$ cat src/rtl/pong_pkg.sv
// Shared definitions for the pong game sequencer: state encodings,
// BCD digit width and a constant clog2 helper for sizing counters.
package pong_pkg;

   localparam int BCD_W = 4;

   typedef enum logic [2:0] {
      ST_NEWGAME = 3'd0,
      ST_PLAY    = 3'd1,
      ST_NEWBALL = 3'd2,
      ST_OVER    = 3'd3,
      ST_PAUSE   = 3'd4
   } state_e;

   // Number of bits needed to hold values 0..value-1 (minimum 1).
   function automatic int clog2(input int value);
      int r;
      r = 0;
      while ((1 << r) < value) begin
         r = r + 1;
      end
      if (r < 1) begin
         r = 1;
      end else begin
         r = r;
      end
      return r;
   endfunction

endpackage

$ cat src/rtl/pong_game_ctrl_if.sv
// Bundle of game-control inputs (keys, hit/miss events, frame tick)
// and sequencer outputs (state, freeze flag, balls, scores, winner).
interface pong_game_ctrl_if #(
   parameter int NUM_PLAYERS = 2
);
   logic                       frame_tick;
   logic [NUM_PLAYERS-1:0]     btn;
   logic                       pause_btn;
   logic [NUM_PLAYERS-1:0]     hit;
   logic                       miss;
   logic [2:0]                 state;
   logic                       gra_still;
   logic [3:0]                 balls_left;
   logic [8*NUM_PLAYERS-1:0]   score_bcd;
   logic [1:0]                 winner;
   logic                       winner_vld;

   // Source side: keyboard/graph units feeding the sequencer.
   modport master (
      output frame_tick, btn, pause_btn, hit, miss,
      input  state, gra_still, balls_left, score_bcd, winner, winner_vld
   );

   // Sequencer side.
   modport slave (
      input  frame_tick, btn, pause_btn, hit, miss,
      output state, gra_still, balls_left, score_bcd, winner, winner_vld
   );
endinterface

$ cat src/rtl/pong_bcd_counter.sv
// Two-digit BCD score counter, saturating at 99. at_win flags that the
// value after this cycle's increment equals WIN_SCORE; it ignores clr so
// the game FSM can use it without a combinational loop through clr.
module pong_bcd_counter #(
   parameter int WIN_SCORE = 11
) (
   input  logic       clk,
   input  logic       reset,
   input  logic       clr,
   input  logic       inc,
   output logic [7:0] bcd,
   output logic       at_win
);
   import pong_pkg::*;

   logic [BCD_W-1:0] ones_q, ones_d;
   logic [BCD_W-1:0] tens_q, tens_d;
   logic [6:0]       bin_s;

   assign bin_s  = ({3'd0, tens_q} * 7'd10) + {3'd0, ones_q};
   assign at_win = ((bin_s + {6'd0, inc}) == 7'(WIN_SCORE));
   assign bcd    = {tens_q, ones_q};

   // Next digit values: clear, saturating increment with carry, or hold.
   always_comb begin
      ones_d = ones_q;
      tens_d = tens_q;
      if (clr) begin
         ones_d = 4'd0;
         tens_d = 4'd0;
      end else if (inc) begin
         if (ones_q == 4'd9) begin
            if (tens_q != 4'd9) begin
               ones_d = 4'd0;
               tens_d = tens_q + 4'd1;
            end else begin
               ones_d = ones_q;
               tens_d = tens_q;
            end
         end else begin
            ones_d = ones_q + 4'd1;
         end
      end else begin
         ones_d = ones_q;
      end
   end

   // Digit registers with synchronous active-low reset.
   always_ff @(posedge clk) begin
      if (!reset) begin
         ones_q <= 4'd0;
         tens_q <= 4'd0;
      end else begin
         ones_q <= ones_d;
         tens_q <= tens_d;
      end
   end
endmodule

$ cat src/rtl/pong_game_ctrl.sv
// N-player pong game sequencer: FSM, serve/over timer, ball counter,
// key edge detectors, winner register and per-player BCD scores.
module pong_game_ctrl #(
   parameter int NUM_PLAYERS = 2,
   parameter int BALLS       = 3,
   parameter int WIN_SCORE   = 11,
   parameter int SERVE_TICKS = 120,
   parameter int OVER_TICKS  = 120,
   parameter int SERVE_ALL   = 1
) (
   input  logic               clk,
   input  logic               reset,
   pong_game_ctrl_if.slave    bus
);
   import pong_pkg::*;

   localparam int TMAX = (SERVE_TICKS > OVER_TICKS) ? SERVE_TICKS : OVER_TICKS;
   localparam int TW   = clog2(TMAX + 1);

   state_e                    state_q, state_d;
   logic [TW-1:0]             timer_q, timer_d, timer_dec_s;
   logic [3:0]                balls_q, balls_d;
   logic [1:0]                winner_q, winner_d, win_idx_s;
   logic                      wvld_q, wvld_d;
   logic                      still_q;
   logic                      btn_q, pause_q, armed_q;
   logic                      btn_rise_s, pause_rise_s, serve_s, score_clr_s;
   logic [NUM_PLAYERS-1:0]    inc_s, at_win_s, win_s;
   logic [8*NUM_PLAYERS-1:0]  score_s;

   // armed_q blocks the first cycle after reset so a key held through
   // reset is not mistaken for a fresh press.
   assign btn_rise_s   = armed_q & (|bus.btn) & ~btn_q;
   assign pause_rise_s = armed_q & bus.pause_btn & ~pause_q;
   assign serve_s      = (SERVE_ALL != 0) ? (&bus.btn) : (|bus.btn);
   assign timer_dec_s  = (bus.frame_tick && (timer_q != TW'(0))) ? (timer_q - TW'(1)) : timer_q;
   assign inc_s        = bus.hit & {NUM_PLAYERS{state_q == ST_PLAY}};
   assign win_s        = at_win_s & inc_s;
   assign score_clr_s  = (state_d == ST_NEWGAME);

   for (genvar g = 0; g < NUM_PLAYERS; g++) begin : g_score
      pong_bcd_counter #(.WIN_SCORE(WIN_SCORE)) u_cnt (
         .clk    (clk),
         .reset  (reset),
         .clr    (score_clr_s),
         .inc    (inc_s[g]),
         .bcd    (score_s[8*g +: 8]),
         .at_win (at_win_s[g])
      );
   end

   // Lowest-index player among those reaching the win score this cycle.
   always_comb begin
      win_idx_s = 2'd0;
      for (int i = NUM_PLAYERS - 1; i >= 0; i--) begin
         if (win_s[i]) begin
            win_idx_s = 2'(i);
         end else begin
            win_idx_s = win_idx_s;
         end
      end
   end

   // Next-state logic: transitions, timer loads/decrements, balls and winner.
   always_comb begin
      state_d  = state_q;
      timer_d  = timer_q;
      balls_d  = balls_q;
      winner_d = winner_q;
      wvld_d   = wvld_q;
      case (state_q)
         ST_NEWGAME: begin
            balls_d = 4'(BALLS);
            wvld_d  = 1'b0;
            if (btn_rise_s) begin
               state_d = ST_PLAY;
               balls_d = 4'(BALLS - 1);
            end else begin
               state_d = ST_NEWGAME;
            end
         end
         ST_PLAY: begin
            if (|win_s) begin
               state_d  = ST_OVER;
               winner_d = win_idx_s;
               wvld_d   = 1'b1;
               timer_d  = TW'(OVER_TICKS);
            end else if (bus.miss && !(|bus.hit)) begin
               if (balls_q == 4'd0) begin
                  state_d = ST_OVER;
                  wvld_d  = 1'b0;
                  timer_d = TW'(OVER_TICKS);
               end else begin
                  state_d = ST_NEWBALL;
                  balls_d = balls_q - 4'd1;
                  timer_d = TW'(SERVE_TICKS);
               end
            end else if (pause_rise_s) begin
               state_d = ST_PAUSE;
            end else begin
               state_d = ST_PLAY;
            end
         end
         ST_PAUSE: begin
            if (pause_rise_s) begin
               state_d = ST_PLAY;
            end else begin
               state_d = ST_PAUSE;
            end
         end
         ST_NEWBALL: begin
            timer_d = timer_dec_s;
            if ((timer_dec_s == TW'(0)) && serve_s) begin
               state_d = ST_PLAY;
            end else begin
               state_d = ST_NEWBALL;
            end
         end
         ST_OVER: begin
            timer_d = timer_dec_s;
            if (timer_dec_s == TW'(0)) begin
               state_d = ST_NEWGAME;
            end else begin
               state_d = ST_OVER;
            end
         end
         default: begin
            state_d = ST_NEWGAME;
         end
      endcase
   end

   // State, counters, edge-detect history and registered outputs.
   always_ff @(posedge clk) begin
      if (!reset) begin
         state_q  <= ST_NEWGAME;
         timer_q  <= TW'(0);
         balls_q  <= 4'(BALLS);
         winner_q <= 2'd0;
         wvld_q   <= 1'b0;
         still_q  <= 1'b1;
         btn_q    <= 1'b0;
         pause_q  <= 1'b0;
         armed_q  <= 1'b0;
      end else begin
         state_q  <= state_d;
         timer_q  <= timer_d;
         balls_q  <= balls_d;
         winner_q <= winner_d;
         wvld_q   <= wvld_d;
         still_q  <= (state_d != ST_PLAY);
         btn_q    <= |bus.btn;
         pause_q  <= bus.pause_btn;
         armed_q  <= 1'b1;
      end
   end

   assign bus.state      = state_q;
   assign bus.gra_still  = still_q;
   assign bus.balls_left = balls_q;
   assign bus.score_bcd  = score_s;
   assign bus.winner     = winner_q;
   assign bus.winner_vld = wvld_q;
endmodule
$ cat src/flat_wrapper.sv
// flat-port wrapper written by rule: the top's interface ports become plain ports
module pong_game_ctrl_flat import pong_pkg::*;
#(
   parameter int NUM_PLAYERS = 2,
   parameter int BALLS       = 3,
   parameter int WIN_SCORE   = 11,
   parameter int SERVE_TICKS = 120,
   parameter int OVER_TICKS  = 120,
   parameter int SERVE_ALL   = 1
)
  (clk, reset, bus_frame_tick, bus_btn, bus_pause_btn, bus_hit, bus_miss, bus_state, bus_gra_still, bus_balls_left, bus_score_bcd, bus_winner, bus_winner_vld);
  pong_game_ctrl_if #(.NUM_PLAYERS(NUM_PLAYERS)) bus_i ();
  input  logic clk;
  input  logic reset;
  input wire logic [$bits(bus_i.frame_tick)-1:0] bus_frame_tick;
  input wire logic [$bits(bus_i.btn)-1:0] bus_btn;
  input wire logic [$bits(bus_i.pause_btn)-1:0] bus_pause_btn;
  input wire logic [$bits(bus_i.hit)-1:0] bus_hit;
  input wire logic [$bits(bus_i.miss)-1:0] bus_miss;
  output wire logic [$bits(bus_i.state)-1:0] bus_state;
  output wire logic [$bits(bus_i.gra_still)-1:0] bus_gra_still;
  output wire logic [$bits(bus_i.balls_left)-1:0] bus_balls_left;
  output wire logic [$bits(bus_i.score_bcd)-1:0] bus_score_bcd;
  output wire logic [$bits(bus_i.winner)-1:0] bus_winner;
  output wire logic [$bits(bus_i.winner_vld)-1:0] bus_winner_vld;
  assign bus_i.frame_tick = bus_frame_tick;
  assign bus_i.btn = bus_btn;
  assign bus_i.pause_btn = bus_pause_btn;
  assign bus_i.hit = bus_hit;
  assign bus_i.miss = bus_miss;
  assign bus_state = bus_i.state;
  assign bus_gra_still = bus_i.gra_still;
  assign bus_balls_left = bus_i.balls_left;
  assign bus_score_bcd = bus_i.score_bcd;
  assign bus_winner = bus_i.winner;
  assign bus_winner_vld = bus_i.winner_vld;
  pong_game_ctrl #(.NUM_PLAYERS(NUM_PLAYERS), .BALLS(BALLS), .WIN_SCORE(WIN_SCORE), .SERVE_TICKS(SERVE_TICKS), .OVER_TICKS(OVER_TICKS), .SERVE_ALL(SERVE_ALL)) u_core (.clk(clk), .reset(reset), .bus(bus_i));
endmodule
$ cat config.mk
export PLATFORM = sky130hd
export DESIGN_NAME = pong_game_ctrl_flat
export DESIGN_NICKNAME = d
export VERILOG_FILES = /design/src/rtl/pong_pkg.sv /design/src/rtl/pong_game_ctrl_if.sv /design/src/rtl/pong_bcd_counter.sv /design/src/rtl/pong_game_ctrl.sv /design/src/flat_wrapper.sv
export SDC_FILE = /design/constraint.sdc
export NUM_CORES = 1
export LEC_CHECK = 0
export BUFFER_PORTS_ARGS = -buffer_cell sky130_fd_sc_hd__buf_2
export CORE_MARGIN = 2
export CORE_UTILIZATION = 45
export CTS_CLUSTER_SIZE = 8
export DETAILED_ROUTE_END_ITERATION = 8
export GPL_ROUTABILITY_DRIVEN = 0
export GPL_TIMING_DRIVEN = 1
export PLACE_DENSITY_LB_ADDON = 0.25
export SKIP_CTS_REPAIR_TIMING = 1
export SLEW_MARGIN = 10
export SYNTH_ARGS = -nofsm -noshare
export SYNTH_HDL_FRONTEND = slang
export SYNTH_SLANG_ARGS = --single-unit
$ cat constraint.sdc
create_clock -name clk -period 3.15 [get_ports clk]
set_input_delay 0.1575 -clock clk [delete_from_list [all_inputs] [get_ports clk]]
set_output_delay 0.1575 -clock clk [all_outputs]
set_load 0.02 [all_outputs]
Word level (Yosys, flattened, before mapping)
Index checks and enable logic that the tools add are counted.
Storage, ports and cells
  register bits: 37
  bits of input ports: 9
  output and inout port bits: 27
  word-level logic and storage cells: 106
Operators by class
  add/subtract/negate cells: 10
  multipliers: 2
  eq/ne operators: 18
  mux-type cells: 29
  bitwise logic cells: 9
  reductions and logical operators: 25
Operators by type and width (count)
  $mux W4: 7
  $mux W7: 3
  $add A4 B1 Y4 const B: 4
  $pmux W3 S5: 1
  $add A7 B1 Y7: 2
  $add A7 B4 Y7: 2
  $eq A7 B4 Y1 const B: 2
  $pmux W7 S2: 1
  $mul A4 B3 Y6 const B: 2
  $mux W3: 4
  $reduce_and A2 Y1: 5
  $reduce_or A2 Y1: 5
  $mux W1: 9
  $reduce_and A3 Y1: 3
  $eq A4 B4 Y1 const B: 2
  $ne A4 B4 Y1 const B: 2
  $pmux W4 S2: 1
  $logic_not A7 Y1: 1
  $reduce_bool A7 Y1: 1
  $sub A7 B1 Y7 const B: 1
  $eq A3 B2 Y1 const B: 2
  $logic_not A3 Y1: 2
  $ne A2 B2 Y1 const B: 3
  $ne A3 B3 Y1 const B: 2
  other kinds (15): 26

Depth between registers and ports, before layout
Gate-level depths: netlist of the first run.
  depth in word-level cells: 10
  depth in mapped cells: 14
  depth with buffers taken out: 12

By module
From an unflattened synthesis of the first run, not the netlist that was laid out.
Unflattened totals
  cells, all modules: 292
  area total of the unflattened synthesis: 2497.4 sq um
Modules (own cells, without submodules)
  pong_bcd_counter: instances 2, cells each 75, area each 676.9 sq um
  pong_game_ctrl: instances 1, cells each 142, area each 1143.6 sq um

Worst setup path after synthesis of the first run
Ideal clock, no wire load.
  path type: register to register
  start: register u_core.state_q[0], in the netlist u_core.bus.state[0]
  end: register u_core.g_score[1].u_cnt.tens_q[1]
  library setup time: 116 ps
  arrival: 3295 ps
  path slack: -261 ps
  stages on the path, launching flop included: 14
  path buffers: 1
  cell sequence: dfxtp_1 nor3b_4 and2_1 ha_1 inv_1 fa_1 nor2b_1 and4_1 or4b_1 o22a_2 a32o_1 a211oi_4 buf_6 nor2_1
Between the ends
  word-level cells in the longest chain between the ends: 10
Ends and longest elaborated chain
  start: declaration: RTL line pong_game_ctrl.sv:20  | state_e state_q, state_d;
  start signal: assignment: RTL line pong_game_ctrl.sv:146  | state_q <= state_d;
  $eq A3 B1 Y1: RTL line pong_game_ctrl.sv:37, pong_game_ctrl.sv:71
  $and A2 B2 Y2: RTL line pong_game_ctrl.sv:37  | assign inc_s = bus.hit & {NUM_PLAYERS{state_q == ST_PLAY}};
  $add A7 B1 Y7: RTL line pong_bcd_counter.sv:21  | assign at_win = ((bin_s + {6'd0, inc}) == 7'(WIN_SCORE));
  $eq A7 B4 Y1: RTL line pong_bcd_counter.sv:21
  $and A2 B2 Y2: RTL line pong_game_ctrl.sv:38  | assign win_s = at_win_s & inc_s;
  $reduce_or A2 Y1: RTL line pong_game_ctrl.sv:83  | if (|win_s) begin
  $mux W3: RTL line pong_game_ctrl.sv:83
  $pmux W3 S5: RTL line pong_game_ctrl.sv:71  | case (state_q)
  $logic_not A3 Y1: RTL line pong_game_ctrl.sv:39  | assign score_clr_s = (state_d == ST_NEWGAME);
  $reduce_or A2 Y1 (no line)
  end signal: assignment: RTL line pong_bcd_counter.sv:55  | tens_q <= tens_d;
  end: declaration: RTL line pong_bcd_counter.sv:17  | logic [BCD_W-1:0] tens_q, tens_d;
Parallel ways exist; a longest one is shown, timed or not.
A chain may end at the register's enable or synchronous reset.

Worst setup path in the final report of the first run
  start: register u_core.state_q[2], in the netlist u_core.bus.state[2]
  end: register u_core.g_score[0].u_cnt.ones_q[2]
Between the ends
  word-level cells in the longest chain between the ends: 10
Ends and longest elaborated chain
  $eq A3 B1 Y1: RTL line pong_game_ctrl.sv:37, pong_game_ctrl.sv:71
  $and A2 B2 Y2: RTL line pong_game_ctrl.sv:37
  $add A7 B1 Y7: RTL line pong_bcd_counter.sv:21
  $eq A7 B4 Y1: RTL line pong_bcd_counter.sv:21
  $and A2 B2 Y2: RTL line pong_game_ctrl.sv:38
  $reduce_or A2 Y1: RTL line pong_game_ctrl.sv:83
  $mux W3: RTL line pong_game_ctrl.sv:83
  $pmux W3 S5: RTL line pong_game_ctrl.sv:71
  $logic_not A3 Y1: RTL line pong_game_ctrl.sv:39
  $reduce_or A2 Y1 (no line)
  end signal: assignment: RTL line pong_bcd_counter.sv:54  | ones_q <= ones_d;
  end: declaration: RTL line pong_bcd_counter.sv:16  | logic [BCD_W-1:0] ones_q, ones_d;
Parallel ways exist; a longest one is shown, timed or not.

==> results_dict.tcl, run 1 <==
set metrics [dict create \
    dieWidth_um 77.5 \
    synth_warnings 0 \
    yosysTopAreaCell "dfxtp_1" \
    synth_area_um2 2430 \
    clockBufferDepth 2 \
    dieArea_um2 6010 \
    cts_sinks 36 \
    port_buffers 34 \
    final_area_um2 2970 \
    power.leakage_nw 1.29 \
    drc 0 \
    hold_start "bus_pause_btn" \
    worst_ep_required_time_ps 3330 \
    clk_pin_slew_ps 80 \
    insertion_delay_ps 300 \
    setup-violations-final 0 \
    synth_area_per_cell_um2 8.27 \
    io_pins 36 \
    drv_slew 0 \
    initial_core_util_pct 47.0 \
    min_path_type "in2reg" \
    crit_type "reg2reg" \
    core_um2 5170 \
    cts_max_level 2 \
    yosysSeqAreaShare_pct 29.6 \
    hold_slack_ps 81.5 \
    stdcell_count 414 \
    pwr_density_cell_nw_per_um2 314 \
    cts_root_buf "clkbuf_8" \
    synth_area_leaders "dfxtp_1 30%, ha_1 11%, nand2_1 4.3%, nor2_1 4.2%, inv_1 4.0%" \
    period_needed_ps 3140 \
    wl_per_cell_um 13.3 \
    cts_buffers 5 \
    n_antenna_cell 0 \
    fin_crit_sh_pct 99.5 \
    post-place-ws_ps -52.2 \
    post_dp_cell_area_um2 2820 \
    antenna_found_initial 0 \
    status "complete, no violations" \
    syn_inst 294 \
    relSlewSlack_pct 55.8 \
    setup_ws_ps 14.8 \
    finalSetupTns_ps 0 \
    worst_slew_pin_slew_ps 654 \
    crit_path_start_kind "flip-flop" \
    syn_to_final_growth_pct 22.0 \
    num_vias 2227 \
    syn_nets 328 \
    rr_startpoint "u_core.bus.state[2]" \
    layout.nets 377 \
    grt_max_degree 17 \
    fmax_ghz 0.319 \
    via_per_inst 5.38 \
    yosysTopAreaCellShare_pct 29.6 \
    die_h_um 77.5 \
    ir_worst_vdd_uv 194 \
    final_hold_viol_count 0 \
    rows 26 \
    fin_util_pct 57.4 \
    fill_cells 467 \
    rsz0062_at_grt "yes" \
    grt_pass1_wl_mm 8.73 \
    startpoint "u_core.bus.state[2]" \
    postRouteAntennaNets 0 \
    grt_pass1_vias 2017 \
    synthFlopType "dfxtp_1" \
    report.power.total_uw 931 \
    cp-end-kind "flip-flop" \
    synth.distinct_cells 57 \
    dp.cells 405 \
    cts_tree "yes" \
    dp_hpwl_mm 4.15 \
    crit_path_max_fanout 16 \
    ys_top_cells_by_count "36 x dfxtp_1, 28 x nand2_1, 27 x nor2_1" \
    async_flop_share_pct 0 \
    drive_above_1_share_pct 23.0 \
    multi_input_area_um2 1650 \
    cap_viol_max_count 0 \
    drtIter0Drc 95 \
    synth_edf_count 0 \
    ys_ff_latch 36 \
    finClkSkew_ps 9.27 \
    firstDrtPassIters 4 \
    synthMostInstantiatedCell "dfxtp_1" \
    seq_area_um2 732 \
    cp.arrival_ps 3310 \
    overflow 0 \
    track_usage_pct 18.0 \
    routed_wl_mm 5.50 \
]
## flip-flops by register name (all words and copies together) (netlist names), 3 cells and up
register and cells:
u_core.timer_q 7, u_core.g_score.u_cnt.ones_q 8, u_core.bus.state 3, u_core.bus.balls_left 4, u_core.g_score.u_cnt.tens_q 8
## area by class of cell
class                           count  share of cell area, %
Clock buffer                        5                   2.32
Clock inverter                      3                  0.632
Inverter                           26                   3.29
Multi-Input combinational cell    222                   55.4
Sequential cell                    36                   24.7
Tap cell                           70                   2.95
Timing Repair Buffer               52                   10.7
## power by group
part	leakage [nW]	internal (mW)	switching [mW]
sequential	0.294	0.462	0.00746
clock	0.0479	0.154	0.181
combinational	0.951	0.0531	0.0725
## per-layer routing
layer / global-route usage (%) / vias to the layer above / part of all wire, %
met4: 7.32 / 0 / 1.4
li1: - / 1135 / -
met2: 30.5 / 38 / 49
met1: 22.1 / 1049 / 46
met5: 0 / - / 0
met3: 3.72 / 5 / 2.9
## cells by family after synthesis
group	Yosys count	synth area share [%]
AO/OA/AOI/OAI	59	17.2
XOR/XNOR	15	5.40
adder cells (fa/ha/maj)	25	14.1
buffers and inverters	36	6.07
flip-flops	36	29.6
multiplexers	5	2.06
other	1	0.154
AND/OR/NAND/NOR	117	25.4
## cells in the final DEF (no fill, tap or decap), types with 2 or more instances in the layout
cell type,Yosys,routed
a211oi_4,1,2
clkinv_2,0,2
and2_1,5,4
nor3b_1,3,3
nor2b_1,5,5
a211o_1,2,2
clkbuf_8,0,5
and4_1,2,2
dfxtp_1,36,33
ha_1,21,20
a211oi_1,4,3
nand2_1,28,28
a31oi_1,6,6
nor4_1,4,4
nand2b_1,3,3
and3_1,7,7
or3_1,2,2
a21o_1,2,2
buf_2,1,34
nand4_1,3,3
nor3_1,7,7
nor2_1,27,27
xor2_1,6,6
o21ai_0,10,10
inv_1,26,25
mux2i_1,5,5
o21a_1,2,2
dfxtp_4,0,3
nand3_1,10,10
fa_1,4,3
buf_4,1,17
xnor2_1,9,9
a21oi_1,16,16
nand3b_1,2,2
## path summary, 6_finish.rpt
kind,endpoint,cells after the start,slack [ps]
hold reg to reg,u_core.bus.winner_vld,2,470
setup / recovery,u_core.g_score[0].u_cnt.ones_q[2],13,10
hold / removal,u_core.pause_q,2,80
setup reg to reg,u_core.g_score[0].u_cnt.ones_q[2],13,10
## critical path: stages (launching register included)
cell      delay (ps)
dfxtp_4          370
nor3b_4          210
and2_4           180
ha_4             130
inv_2             30
fa_2             400
nor2b_1          110
and4_1           170
or4b_4           460
o22a_4           240
a32o_2           270
a211oi_4         200
buf_12           190
nor2_1            60
Power figures use the tool's default switching activity.
==> inputs of run 2 (changes only) <==
==> constraint.sdc (replaced) <==
create_clock -name clk -period 3.2 [get_ports clk]
set_input_delay 0.16 -clock clk [delete_from_list [all_inputs] [get_ports clk]]
set_output_delay 0.16 -clock clk [all_outputs]
set_load 0.02 [all_outputs]
==> run 2 against run 1 <==
  * Combinational power fell by 5%
  * Largest cell class unchanged
  * Sequential share of layout area grew 0.20 points
  * Cell count down 0.72%
  * Critical path depth is the same
  * Die area unchanged
  * Wire length is 3.0% lower
  * Clock power is 22% higher
  * Clock skew rose by 2.0 ps
  * Via count is 1.7% lower
  * Utilization shrank 0.65 points
  * Global-route usage rose by 0.096 points
  * Register-to-register slack gained 20 ps
==> results_dict.tcl, run 2 (synthesis gave the netlist of run 1 again) <==
set metrics [dict create \
    status "complete, no violations" \
    postRouteAntennaNets 0 \
    finClkSkew_ps 11.3 \
    cts_root_buf "clkbuf_8" \
    grt_pass1_wl_mm 8.91 \
    cp_top_family "simple AND/OR/NAND/NOR gates" \
    crit_path_max_fanout 16 \
    fin_crit_sh_pct 98.8 \
    port_buffers 34 \
    syn_to_final_growth_pct 20.6 \
    die_h_um 77.5 \
    startpoint "u_core.bus.state[1]" \
    dp_hpwl_mm 4.14 \
    insertion_delay_ps 290 \
    swShare_pct 25.9 \
    ir_worst_vdd_uv 194 \
    grt_pass1_vias 1991 \
    antenna_found_initial 0 \
    reg2reg_depth 13 \
    drv_slew 0 \
    grt_max_degree 17 \
    track_usage_pct 18.0 \
    final_area_um2 2930 \
    crit_path_start_kind "flip-flop" \
    hold_slack_ps 95.9 \
    via_per_inst 5.33 \
    cap_viol_max_count 0 \
    final_hold_viol_count 0 \
    pwr_density_cell_nw_per_um2 339 \
    cts_sinks 36 \
    drive_above_1_share_pct 21.7 \
    firstDrtPassIters 4 \
    dieArea_um2 6010 \
    fin_util_pct 56.7 \
    crit_end "u_core.g_score[1].u_cnt.ones_q[0]" \
    clockPowerShare_pct 41.3 \
    rr_startpoint "u_core.bus.state[1]" \
    worst_ep_required_time_ps 3370 \
    layout_commonest_cell "buf_2" \
    overflow 0 \
    cpPeakStageDelay_ps 460 \
    cp_num_buf_inv 2 \
    cp-end-kind "flip-flop" \
    cp.depth 13 \
    num_vias 2190 \
    rows 26 \
    crit_type "reg2reg" \
    io_pins 36 \
    dieWidth_um 77.5 \
    cp.arrival_ps 3330 \
    worst_slew_pin_slew_ps 618 \
    crit_chain "nor3b_4 -> and2_4 -> ha_4 -> inv_2 -> fa_2 -> nor2b_1 -> and4_1 -> or4b_4 -> o22a_4 -> a32o_2 -> a211oi_4 -> buf_12 -> a211oi_1" \
    n_antenna_cell 0 \
    post_dp_cell_area_um2 2800 \
    initial_core_util_pct 47.0 \
    cts_tree "yes" \
    clockBufferDepth 2 \
    routed_wl_mm 5.34 \
    rsz0062_at_grt "yes" \
    p_seq_share_pct 46.6 \
    reg2reg_slack_ps 40 \
    layout.nets 374 \
    most-common-layout-cells "34 x buf_2, 33 x dfxtp_1, 28 x nand2_1" \
    combPwrFrac_pct 12.1 \
    core_um2 5170 \
    power.leakage_nw 1.28 \
    drc 0 \
    crit_slowest_cell "or4b_4" \
    wl_per_cell_um 13.0 \
    drtIter0Drc 68 \
    fmax_ghz 0.316 \
    period_needed_ps 3160 \
    reg_top3 "u_core.g_score.u_cnt.ones_q: 8 flops, u_core.g_score.u_cnt.tens_q: 8 flops, u_core.timer_q: 7 flops" \
    min_path_type "in2reg" \
    clk_pin_slew_ps 80 \
    setup-violations-final 0 \
    fill_cells 462 \
    cts_buffers 5 \
    p_int_uw 736 \
    p_switching_uw 258 \
    relSlewSlack_pct 58.2 \
    r2r-end "u_core.g_score[1].u_cnt.ones_q[0]" \
    cts_max_level 2 \
]
[run 2: changes by cell type in the layout (fill, tap and decap cells not counted), sizes merged]
cell / delta
buf: -3
bufinv: +1
clkinv: -2
clkinvlp: +1
[run 2: power by group through the flow]
stage                     sequential [mW]  clock [mW]  combinational, mW
after floorplan                     0.480           0             0.0735
after global placement              0.474           0              0.117
after detailed placement            0.474           0              0.118
after CTS                           0.464       0.418              0.119
after global routing                0.465       0.438              0.132
final                               0.464       0.410              0.120
[run 2: worst min-delay path by stage]
| stage | depth (start not counted) | to | startpoint | slack [ps] |
|---|---|---|---|---|
| 3_3_place_gp | 2 | u_core.pause_q | bus_pause_btn | 380 |
| 3_5_place_dp | 2 | u_core.pause_q | bus_pause_btn | 390 |
| 2_1_floorplan | 0 | u_core.armed_q | reset | 190 |
| 5_1_grt | 2 | u_core.pause_q | bus_pause_btn | 110 |
| 6_report | 2 | u_core.pause_q | bus_pause_btn | 100 |
| 4_1_cts | 2 | u_core.pause_q | bus_pause_btn | 90 |
[run 2: through the flow]
stage          setup WS, ps  TNS, ps  std cells  power (mW)
2_1_floorplan          3.87        0        294       0.554
6_report               38.1        0        411       0.994
3_5_place_dp           28.4        0        403       0.592
3_3_place_gp           79.8        0        403       0.590
5_1_grt               -95.6     -992        411        1.03
4_1_cts               -15.7    -15.7        411        1.00
[run 2: final cells by class]
| cell class | count | area [um^2] | share of cell area [%] |
|---|---|---|---|
| inverter | 26 | 97.6 | 3.33 |
| tap | 70 | 87.6 | 2.99 |
| clock buffer | 5 | 68.8 | 2.35 |
| sequential | 36 | 729 | 24.9 |
| clock inverter | 3 | 42.5 | 1.45 |
| timing repair buffer | 49 | 295 | 10.1 |
| multi-input combinational | 222 | 1610 | 55.0 |
[run 2: metal layers]
layer  vias up  track usage [%]  share of wire (%)
met3         5             3.49                2.3
met5         -                0                  0
met4         0             4.82               0.96
met1      1038             23.8                 49
li1       1123                -                  -
met2        24             30.3                 48
==> inputs of run 3 (changes only) <==
--- a/config.mk
+++ b/config.mk
@@ -5,7 +5,7 @@
 export SDC_FILE = /design/constraint.sdc
 export NUM_CORES = 1
 export LEC_CHECK = 0
-export BUFFER_PORTS_ARGS = -buffer_cell sky130_fd_sc_hd__buf_2
+export BUFFER_PORTS_ARGS = -buffer_cell sky130_fd_sc_hd__clkbuf_2
 export CORE_MARGIN = 2
 export CORE_UTILIZATION = 45
 export CTS_CLUSTER_SIZE = 8
==> run 3 against run 2 <==
  * Register-to-register slack improved by 30 ps
  * Utilization up 0.39 points
  * Highest routed layer unchanged
  * Fmax rose by 1.0%
  * Sequential share of layout area fell by 0.17 points
  * Wire length increased by 2.3%
  * Cell count is 0.24% higher
  * Combinational power about the same
  * Cell area grew 0.68%
==> results_dict.tcl, run 3 (synthesis gave the netlist of run 1 again) <==
set metrics [dict create \
    cp.arrival_ps 3320 \
    wl_per_cell_um 13.2 \
    antenna_found_initial 0 \
    status "complete, no violations" \
    n_antenna_cell 0 \
    drive_above_1_share_pct 22.8 \
    worst_slew_pin_slew_ps 656 \
    layout.nets 375 \
    insertion_delay_ps 300 \
    crit_path_max_fanout 16 \
    via_per_inst 5.43 \
    cts_buffers 5 \
    period_needed_ps 3130 \
    clk_pin_slew_ps 90 \
    relSlewSlack_pct 55.7 \
    crit_type "reg2reg" \
    report.power.total_uw 997 \
    fin_crit_sh_pct 97.8 \
    cp_top_family "simple AND/OR/NAND/NOR gates" \
    min_path_type "in2reg" \
    cp_num_buf_inv 2 \
    drtIter0Drc 83 \
    postRouteAntennaNets 0 \
    power.leakage_nw 1.27 \
    reg_top3 "u_core.g_score.u_cnt.ones_q: 8 flops, u_core.g_score.u_cnt.tens_q: 8 flops, u_core.timer_q: 7 flops" \
    pwr_density_cell_nw_per_um2 337 \
    crit_path_start_kind "flip-flop" \
    fmax_ghz 0.319 \
    syn_to_final_growth_pct 21.5 \
    grt_pass1_wl_mm 9.08 \
    drc 0 \
    routed_wl_mm 5.46 \
    rows 26 \
    cts_root_buf "clkbuf_8" \
    grt_pass1_vias 1984 \
    finClkSkew_ps 12.5 \
    layout_commonest_cell "clkbuf_2" \
    cp-end-kind "flip-flop" \
    crit_top_cell "a211oi_4" \
    dieWidth_um 77.5 \
    most-common-layout-cells "34 x clkbuf_2, 33 x dfxtp_1, 28 x nand2_1" \
    cpPeakStageDelay_ps 460 \
    cap_viol_max_count 0 \
    cts_max_level 2 \
    worst_ep_required_time_ps 3390 \
    final_hold_viol_count 0 \
    num_vias 2238 \
    cts_sinks 36 \
    track_usage_pct 18.5 \
    dp.cells 404 \
    crit_slowest_cell "or4b_4" \
    dieArea_um2 6010 \
    cts_tree "yes" \
    core_um2 5170 \
    rsz0062_at_grt "yes" \
    setup-violations-final 0 \
    stdcell_count 412 \
    dp_hpwl_mm 4.18 \
    ir_worst_vdd_uv 179 \
    port_buffers 34 \
    drv_slew 0 \
    die_h_um 77.5 \
    initial_core_util_pct 47.0 \
    firstDrtPassIters 5 \
    crit_chain "nor3b_4 -> and2_4 -> ha_4 -> inv_2 -> fa_2 -> nor2b_2 -> and4_1 -> or4b_4 -> o22a_4 -> a211oi_4 -> a211oi_4 -> buf_12 -> a2111oi_2" \
    overflow 0 \
    clockBufferDepth 2 \
    grt_max_degree 17 \
    io_pins 36 \
]
==> run 3: final timing paths <==
kind	start	end	slack (ps)	cells past startpoint
setup / recovery	u_core.bus.state[2]	u_core.g_score[1].u_cnt.ones_q[3]	70	13
hold / removal	bus_pause_btn	u_core.pause_q	80	2
setup reg to reg	u_core.bus.state[2]	u_core.g_score[1].u_cnt.ones_q[3]	70	13
hold reg to reg	u_core.bus.winner_vld	u_core.bus.winner_vld	480	2
==> run 3: power breakdown <==
part / internal [mW] / total, mW / switching (mW)
registers: 0.456 / 0.463 / 0.00744
clock network: 0.231 / 0.412 / 0.181
logic: 0.0503 / 0.122 / 0.0713
total: 0.737 / 0.997 / 0.260
==> run 3: layout make-up <==
| class | instances | area (um^2) |
|---|---|---|
| clock inverter | 3 | 42.5 |
| sequential | 36 | 729 |
| inverter | 26 | 97.6 |
| clock buffer | 5 | 68.8 |
| timing repair buffer | 50 | 303 |
| multi-input combinational | 222 | 1630 |
| tap | 70 | 87.6 |
| fill | 446 | 2220 |
==> run 3: stage by stage <==
stage	hold slack, ps	utilization [%]	TNS [ps]	cell area, um^2	setup slack [ps]
final	81.1	57.1	0	2950	69.8
after global routing	86.7	57.1	-985	2950	-86.1
after CTS	81.1	56.5	-44.3	2920	-44.3
after detailed placement	389	54.4	-0.155	2810	-0.155
after global placement	383	54.4	0	2810	82.1
after floorplan	188	-	0	2470	3.87
==> run 3: per-layer routing <==
layer | up-vias | GRT usage, % | part of all wire (%)
li1 | 1130 | - | -
met5 | - | 0 | 0
met1 | 1044 | 24.9 | 47
met3 | 8 | 3.14 | 3.7
met4 | 0 | 6.07 | 1.4
met2 | 56 | 30.2 | 48
